**src/rtl/demux1t2_reg.sv**
```systemverilog
// One-to-two valid/ready demultiplexer with a single holding register per
// output channel and per-channel delivered-transfer counters.
module demux1t2_reg #(
  parameter int DW = 4
) (
  input  logic          clk,
  input  logic          rst,
  input  logic [DW-1:0] in_data,
  input  logic          in_valid,
  output logic          in_ready,
  input  logic          sel,
  output logic [DW-1:0] out1_data,
  output logic          out1_valid,
  input  logic          out1_ready,
  output logic [DW-1:0] out2_data,
  output logic          out2_valid,
  input  logic          out2_ready,
  output logic [7:0]    cnt1,
  output logic [7:0]    cnt2
);

  logic [DW-1:0] r_data1;
  logic [DW-1:0] r_data2;
  logic          r_valid1;
  logic          r_valid2;
  logic [7:0]    r_cnt1;
  logic [7:0]    r_cnt2;

  logic w_ready1;
  logic w_ready2;
  logic w_load1;
  logic w_load2;
  logic w_drain1;
  logic w_drain2;

  // A channel can take a word when empty or when its current word leaves this edge.
  assign w_ready1 = ~r_valid1 | out1_ready;
  assign w_ready2 = ~r_valid2 | out2_ready;
  assign in_ready = sel ? w_ready2 : w_ready1;

  assign w_load1  = in_valid & w_ready1 & ~sel;
  assign w_load2  = in_valid & w_ready2 &  sel;
  assign w_drain1 = r_valid1 & out1_ready;
  assign w_drain2 = r_valid2 & out2_ready;

  always_ff @(posedge clk or posedge rst) begin
    if (rst) begin
      r_data1  <= '0;
      r_valid1 <= 1'b0;
      r_cnt1   <= '0;
    end else begin
      if (w_load1) begin
        r_data1  <= in_data;
        r_valid1 <= 1'b1;
      end else if (w_drain1) begin
        r_valid1 <= 1'b0;
      end
      if (w_drain1) r_cnt1 <= r_cnt1 + 8'd1;
    end
  end

  always_ff @(posedge clk or posedge rst) begin
    if (rst) begin
      r_data2  <= '0;
      r_valid2 <= 1'b0;
      r_cnt2   <= '0;
    end else begin
      if (w_load2) begin
        r_data2  <= in_data;
        r_valid2 <= 1'b1;
      end else if (w_drain2) begin
        r_valid2 <= 1'b0;
      end
      if (w_drain2) r_cnt2 <= r_cnt2 + 8'd1;
    end
  end

  assign out1_data  = r_data1;
  assign out1_valid = r_valid1;
  assign out2_data  = r_data2;
  assign out2_valid = r_valid2;
  assign cnt1       = r_cnt1;
  assign cnt2       = r_cnt2;

endmodule

```
**config.mk**
```make
export PLATFORM = sky130hd
export DESIGN_NAME = demux1t2_reg
export DESIGN_NICKNAME = d
export VERILOG_FILES = /design/src/rtl/demux1t2_reg.sv
export SDC_FILE = /design/constraint.sdc
export NUM_CORES = 1
export LEC_CHECK = 0
export ABC_AREA = 1
export CAP_MARGIN = 20
export CORE_MARGIN = 1
export CORE_UTILIZATION = 41
export DETAILED_ROUTE_END_ITERATION = 10
export GPL_TIMING_DRIVEN = 0
export PLACE_DENSITY_LB_ADDON = 0.3
export SYNTH_ARGS = -nofsm -noshare
export SYNTH_HDL_FRONTEND = slang
export SYNTH_SLANG_ARGS = --single-unit
```
**constraint.sdc**
```tcl
create_clock -name clk -period 1.01 [get_ports clk]
set_input_delay 0.202 -clock clk [delete_from_list [all_inputs] [get_ports clk]]
set_output_delay 0.202 -clock clk [all_outputs]
set_load 0.01 [all_outputs]
```
==> flow_summary.yaml, run 1 <==
status:
  status: "complete, but fails checks"
  violations: "negative setup slack"
cells_and_area:
  fill_cells: 227
  antenna_cells: 0
  final_layout_size_suffix_gt1_share_pct: 44.06
  fin_nets: 215
  stdcell_count: 233
  area_delta_synth_final_pct: 53.29
synthesis:
  yosysSeqAreaShare_pct: 53.39
  synth_warnings: 0
  synth_area_per_cell_um2: 9.163
  synthesis.area_um2: 1219
  syn_inst: 133
  synth_seq_cells: 26
  ys_types: 19
  syn_nets: 145
sta:
  whs_ns: 0.2747
  fin_ws_ns: -0.2571
  rsz0062_at_grt: "yes"
  max_freq_ghz: 0.7892
  slew_violations: 0
  worstMarginPinSlew_ns: 0.5637
  hold_viol: 0
  min_period_ns: 1.267
  setup_viol: 45
  slew_headroom_pct: 62.34
  period_share_pct: 125.5
  clock_skew_ns: 0.002641
setup_path:
  crit_fanout: 3
  r2r-start: "out2_valid"
  cp.required_ns: 0.81
  r2r_setup_slack_ns: -0.21
  critPathKind: "input port to output port"
  timing.rr.end: "out2_data[2]"
  crit_path_end_kind: "output port"
  rr_worst_depth: 7
  setup.worst_path.start_class: "input port"
  critPathArrivalTime_ns: 1.07
power_and_ir_drop:
  leakage_nw: 0.9971
  vdd_drop_max_v: 0.001675
  power_density_nw_per_um2: 2044
clock_tree:
  cts_max_path_buffers: 2
  cts-htree-levels: 1
  worst_skew_pair.late_latency_ns: 0.32
  clkTransAtPathRegs_ns: 0.14
  cts_tree: "done"
  cts-buffers-inserted: 3
  cts_root_buf: "clkbuf_4"
  cts_sinks: 26
global_route:
  gr-usage-all-layers_pct: 19.33
  grt_max_degree: 27
  grt_pass1_wl_um: 4850
  antenna_found_initial: 0
  grt_pass1_vias: 1085
  overflow: 0
drt:
  routedWlPerCell_um: 12.25
  drt-total-wl_um: 2855
  drt-pass1-iter-count: 4
  routed_via_density: 4.747
  vias: 1106
  final_antenna_net_count: 0
  drc: 0
  drt-initial-drc-count: 17
floorplan:
  initial_core_util_pct: 43.81
  core-area_um2: 2781
  ios: 37
  row_count: 19
  dieHeight_um: 56.52
  die_area_um2: 3195
  die_w_um: 56.52
place:
  placedCellCount: 200
  gp_congestion: 0.7347
  port-buffer-count: 36
  hpwl_um: 1710
job:
  drv_cap: 0
worst_hold_path:
  hp-class: "input port to async pin"
[cells in the mapped netlist]
library cell / count / area, um^2
nor2_1: 2 / 7.510
nand4_1: 1 / 6.260
nand3b_1: 1 / 7.510
dfrtp_1: 26 / 650.6
xnor2_1: 4 / 35.03
nand2_4: 1 / 11.26
nand3_2: 1 / 10.01
nand2_2: 2 / 12.51
xor2_1: 4 / 35.03
mux2_2: 2 / 22.52
nand3_1: 6 / 30.03
o21ai_1: 8 / 40.04
ha_1: 2 / 25.02
o21ai_2: 1 / 8.760
nand3_4: 1 / 17.52
nand2_1: 42 / 157.7
nor2_2: 1 / 6.260
nor2_4: 4 / 45.04
inv_1: 24 / 90.09
[stage by stage]
| stage | cell area, um^2 | worst slack (ns) | util (%) | total power, W | TNS, ns |
|---|---|---|---|---|---|
| 6_report | 1868 | -0.2571 | 67.16 | 0.003819 | -4.034 |
| 5_1_grt | 1868 | -0.3306 | 67.16 | 0.004091 | -6.563 |
| 4_1_cts | 1805 | -0.2489 | 64.91 | 0.003693 | -3.691 |
| 3_5_place_dp | 1633 | -0.7807 | 58.70 | 0.002829 | -21.53 |
| 3_3_place_gp | 1633 | -0.7589 | 58.70 | 0.002761 | -20.34 |
| 2_1_floorplan | 1234 | -0.06391 | - | 0.002153 | -0.2122 |
[where the power goes]
part           internal, W  total, W  switching, W  leakage, nW
Sequential         0.00129   0.00145      0.000156        0.308
Combinational     0.000983   0.00184      0.000861        0.668
Clock             0.000220  0.000525      0.000304       0.0210
Total              0.00250   0.00382       0.00132        0.997
[cell type report]
| class | count | area [um^2] | share of cell area (%) |
|---|---|---|---|
| Multi-Input combinational cell | 83 | 543.0 | 29.07 |
| Inverter | 24 | 93.84 | 5.023 |
| Sequential cell | 26 | 653.1 | 34.96 |
| Clock buffer | 4 | 36.28 | 1.942 |
| Timing Repair Buffer | 65 | 503.0 | 26.93 |
| Tap cell | 31 | 38.79 | 2.076 |
[layer usage]
metal	vias to the layer above	track usage [%]	wire length [um]
met4	0	6.969	36
met3	6	3.687	159
met2	29	34.45	1550
met5	-	0	0
li1	542	-	-
met1	529	22.97	1108
[layout by cell type (no fill, tap or decap), types with 3 or more instances in the layout]
cell / instances
nand2_1: 39
dfrtp_1: 24
buf_4: 24
inv_1: 20
buf_2: 20
buf_6: 12
o21ai_1: 8
clkdlybuf4s50_1: 7
nand2_2: 4
nor2_4: 4
nand3_1: 4
inv_2: 3
xnor2_1: 3
nand3_2: 3
xor2_1: 3
clkbuf_4: 3
[cells by family (layout without fill, tap and decap cells)]
family | after synthesis | in the layout | synth area share [%]
buffers and inverters | 24 | 93 | 7.392
AO/OA/AOI/OAI | 9 | 9 | 4.004
adder cells (fa/ha/maj) | 2 | 2 | 2.053
flip-flops | 26 | 26 | 53.39
multiplexers | 2 | 2 | 1.848
AND/OR/NAND/NOR | 62 | 62 | 25.57
XOR/XNOR | 8 | 8 | 5.749
[timing repair]
action                     CTS  global route
hold buffers                 0             0
pin swaps                    9             5
gates resized for setup    130             7
setup endpoints to repair   66            47
buffers inserted            26             3
[worst max path at each step]
stage / from / slack [ns] / depth (start not counted) / to
after global routing: out1_valid / -0.33 / 4 / in_ready
after global placement: out1_ready / -0.76 / 6 / in_ready
after CTS: out1_valid / -0.25 / 4 / in_ready
after detailed placement: out1_ready / -0.78 / 6 / in_ready
after floorplan: cnt2[1] / -0.06 / 2 / cnt2[1]
final: sel / -0.26 / 5 / in_ready
[sequential cells by signal, summed over array words and instances, names as in the netlist]
| register | flops |
|---|---|
| cnt2 | 8 |
| out2_data | 4 |
| out1_data | 4 |
| out2_valid | 1 |
| out1_valid | 1 |
| cnt1 | 8 |
[worst max-delay path, cell delays in order]
cell,delay [ns]
clkdlybuf4s50_1,0.52
inv_2,0.07
nand2_1,0.07
nand2_1,0.06
buf_2,0.14
No activity file was read; power rests on OpenSTA's default activity.
==> run 2, diff against run 1 <==
Settings changed: SKIP_CTS_REPAIR_TIMING from default to 1.
==> run 2 against run 1 <==
Net effect:
- the flow still finishes with violations (negative setup slack)
- routed wire length shrank 7.7%
- sequential cell count stayed put
- sequential power up 6%
- critical path type is now flop to output port
- highest routed layer unchanged
==> flow_summary.yaml, run 2 (synthesis gave the netlist of run 1 again) <==
sta:
  worstMarginPinSlew_ns: 0.5636
  min_period_ns: 1.283
  slew_headroom_pct: 62.35
  setup_viol: 41
  tns_ns: -4.116
  hold_viol: 0
  period_share_pct: 127.0
  clock_skew_ns: 0.003631
  rsz0062_at_grt: "yes"
  whs_ns: 0.2536
  fin_ws_ns: -0.2729
  max_freq_ghz: 0.7795
  slew_violations: 0
power_and_ir_drop:
  p_comb_share_pct: 45.1
  swShare_pct: 34.59
  vdd_drop_max_v: 0.001490
  p_int_w: 0.002450
  power_switching_w: 0.001295
  power_density_nw_per_um2: 2047
  leakage_nw: 0.9831
  seqPwrFrac_pct: 40.8
  pwr-share-clk_pct: 14.2
setup_path:
  r2r_setup_slack_ns: -0.18
  critPathKind: "flop to output port"
  crit_slowest_cell: "dfrtp_1"
  crit_fanout: 3
  critPathBufInv: 1
  slowest_delay_ns: 0.44
  worstPathCellList: "nand2_2 > nand2_1 > nand2_1 > buf_2"
  crit_path_frequent_cell: "nand2_1"
  crit_path_end_kind: "output port"
  setup.worst_path.start_class: "flop"
  cp.required_ns: 0.81
  critPathArrivalTime_ns: 1.08
  crit_family: "flip-flops"
global_route:
  antenna_found_initial: 0
  overflow: 0
  grt_max_degree: 27
  grt_pass1_vias: 957
  grt_pass1_wl_um: 4084
  gr-usage-all-layers_pct: 16.24
clock_tree:
  cts_max_path_buffers: 2
  cts_root_buf: "clkbuf_4"
  cts-htree-levels: 1
  cts_sinks: 26
  cts_tree: "done"
  cts-buffers-inserted: 3
  worst_skew_pair.late_latency_ns: 0.32
  clkTransAtPathRegs_ns: 0.14
drt:
  routedWlPerCell_um: 11.55
  drt-initial-drc-count: 20
  final_antenna_net_count: 0
  drt-pass1-iter-count: 4
  drt-total-wl_um: 2634
  drc: 0
  vias: 1044
  routed_via_density: 4.579
cells_and_area:
  fin_util_pct: 65.77
  final_layout_size_suffix_gt1_share_pct: 42.13
  fill_cells: 231
  layout_common_cells: "40 x nand2_1, 22 x dfrtp_1, 21 x inv_1, 21 x clkbuf_2, 19 x buf_4"
  multiInputGateArea_um2: 544.3
  layout_commonest_cell: "nand2_1"
  register_area_um2: 655.6
  area_delta_synth_final_pct: 50.10
  fin_nets: 210
  antenna_cells: 0
place:
  hpwl_um: 1710
  gp_congestion: 0.7347
  port-buffer-count: 36
worst_hold_path:
  hp-class: "input port to flop"
status:
  status: "complete, but fails checks"
  violations: "negative setup slack"
floorplan:
  row_count: 19
  initial_core_util_pct: 43.81
  core-area_um2: 2781
  dieHeight_um: 56.52
  ios: 37
  die_w_um: 56.52
  die_area_um2: 3195
job:
  drv_cap: 0
==> run 2: power by group through the flow <==
stage          sequential, W  combinational, W  clock (W)
2_1_floorplan        0.00168          0.000477          0
3_3_place_gp         0.00158           0.00118          0
3_5_place_dp         0.00160           0.00123          0
4_1_cts              0.00158           0.00124   0.000538
5_1_grt              0.00156           0.00187   0.000575
6_report             0.00153           0.00169   0.000530
==> run 2: worst paths after layout <==
check	start	to	depth (start not counted)
max	out1_valid	in_ready	4
min	out1_ready	cnt1[0]	3
max reg2reg	cnt1[1]	cnt1[6]	7
min reg2reg	cnt2[2]	cnt2[2]	1
max in group asynchronous	rst	cnt2[3]	2
min in group asynchronous	rst	cnt2[7]	2
==> run 2: metal layers <==
layer	share of wire (%)	track usage [%]	routed length (um)	up-vias
met4	0.61	6.272	16	0
met1	43	20.27	1127	485
met2	51	26.89	1336	25
met3	5.8	4.147	153	2
li1	-	-	-	532
met5	0	0	0	-
==> run 2: tightest hold or removal path, stage by stage <==
cell            delay (ns)
dlymetal6s2s_1        0.15
nand2_2               0.12
xnor2_1               0.08
==> run 2: final cells by class <==
cell class,count,share of cell area [%]
sequential,26,35.84
timing repair buffer,60,25.17
inverter,24,5.130
tap,31,2.120
multi-input combinational,83,29.75
clock buffer,4,1.984
==> run 2: through the flow <==
step                cell area (um^2)  instances  setup slack, ns  total power (W)
floorplan                       1234        133         -0.06391         0.002153
global placement                1633        200          -0.7589         0.002761
detailed placement              1633        200          -0.7807         0.002829
CTS                             1669        204          -0.8095         0.003358
global route                    1829        228          -0.3613         0.004002
finish                          1829        228          -0.2729         0.003745
==> RTL change (flow settings as in run 1) <==
The parameter `DW` goes from 4 to 6.
--- a/src/rtl/demux1t2_reg.sv
+++ b/src/rtl/demux1t2_reg.sv
@@ -1,7 +1,7 @@
 // One-to-two valid/ready demultiplexer with a single holding register per
 // output channel and per-channel delivered-transfer counters.
 module demux1t2_reg #(
-  parameter int DW = 4
+  parameter int DW = 6
 ) (
   input  logic          clk,
   input  logic          rst,
Interface: changed (resized in_data, out1_data and out2_data); port bits go from 37 to 43. The function was not compared with the original's and may differ.
==> RTL change against run 1 <==
- the run still ends with negative setup slack left
- maximum frequency down 2.5%
- total power rose by 17%
- routed wire length increased by 27%
- global-route usage rose by 3.7 points
- sequential cell count rose by 4
- final area increased by 21%
- cell count up 21%
- synthesized area rose by 14%
- setup slack worse by 0.032 ns
- critical endpoint unchanged
- largest cell class unchanged
- highest routed layer unchanged
==> RTL change: results (changes against run 1) <==
outcome -> finished with violations (unchanged)
failing checks -> negative setup slack (unchanged)
Comb power frac -> 46.2% (was 48.3%)
Clock power frac -> 17.3% (was 13.7%)
DP Cell Count -> 236 (was 200)
CP max stage delay -> 0.43 ns (was 0.52 ns)
Switch Pwr -> 0.00157 W (was 0.00132 W)
Final setup viols -> 59 (was 45)
syn nets -> 163 (was 145)
Final nets -> 250 (was 215)
final hold slack -> 0.243 ns (was 0.275 ns)
Adder-Cell Fraction of Synth Area -> 1.80% (was 2.05%)
post-cts resize count -> 154 (was 130)
largest cells by area after synthesis -> dfrtp_1 (54%), nand2_1 (13%), o21ai_2 (7.5%) (was dfrtp_1 (53%), nand2_1 (13%), inv_1 (7.4%))
mux cell area share after synthesis -> 1.62% (was 1.85%)
gr usage total -> 23.1% (was 19.3%)
CP max stage cell -> dfrtp_2 (was clkdlybuf4s50_1)
global-route wire length before repair -> 6010 um (was 4850 um)
clk slew on worst S/H paths -> 0.11 ns (was 0.14 ns)
fillers -> 251 (was 227)
Compound-Gate Fraction of Synth Area -> 7.54% (was 4.00%)
WP data arrival -> 1.10 ns (was 1.07 ns)
delay-heaviest family, CP -> flip-flops (was buffers and inverters)
final worst slack -> -0.289 ns (was -0.257 ns)
Num CTS Buffers -> 5 (was 3)
-- RTL change: cell types whose count changed in the layout (fill, tap and decap cells not counted), sizes merged, moves of 2 or more --
cell,delta
buf,+15
clkbuf,+3
dfrtp,+4
inv,+3
nand2,+4
nand3,+2
o21ai,+3
-- RTL change: worst reg2reg max path: stages, from the launching register on --
cell and delay [ns]:
dfrtp_2 0.43, nand2_2 0.08, buf_4 0.10, buf_4 0.10
nand3_2 0.12, buf_6 0.17, nand2_1 0.06, o21ai_2 0.05
-- RTL change: area by class of cell --
cell class	instances	share of cell area (%)
flip-flops and latches	30	33.2
inverters	26	4.30
repair buffers	80	27.9
well taps	44	2.43
clock buffers	7	2.43
clock inverters	1	0.221
multi-input cells	91	28.4
plain buffers	2	1.16
-- RTL change: routing by layer --
metal	track usage, %	wire length [um]	share of wire [%]	vias to the layer above
met5	0	0	0	-
met4	8.97	21	0.58	0
met3	8.44	235	6.5	4
met2	40.3	1960	54	42
met1	25.3	1400	39	623
li1	-	-	-	628
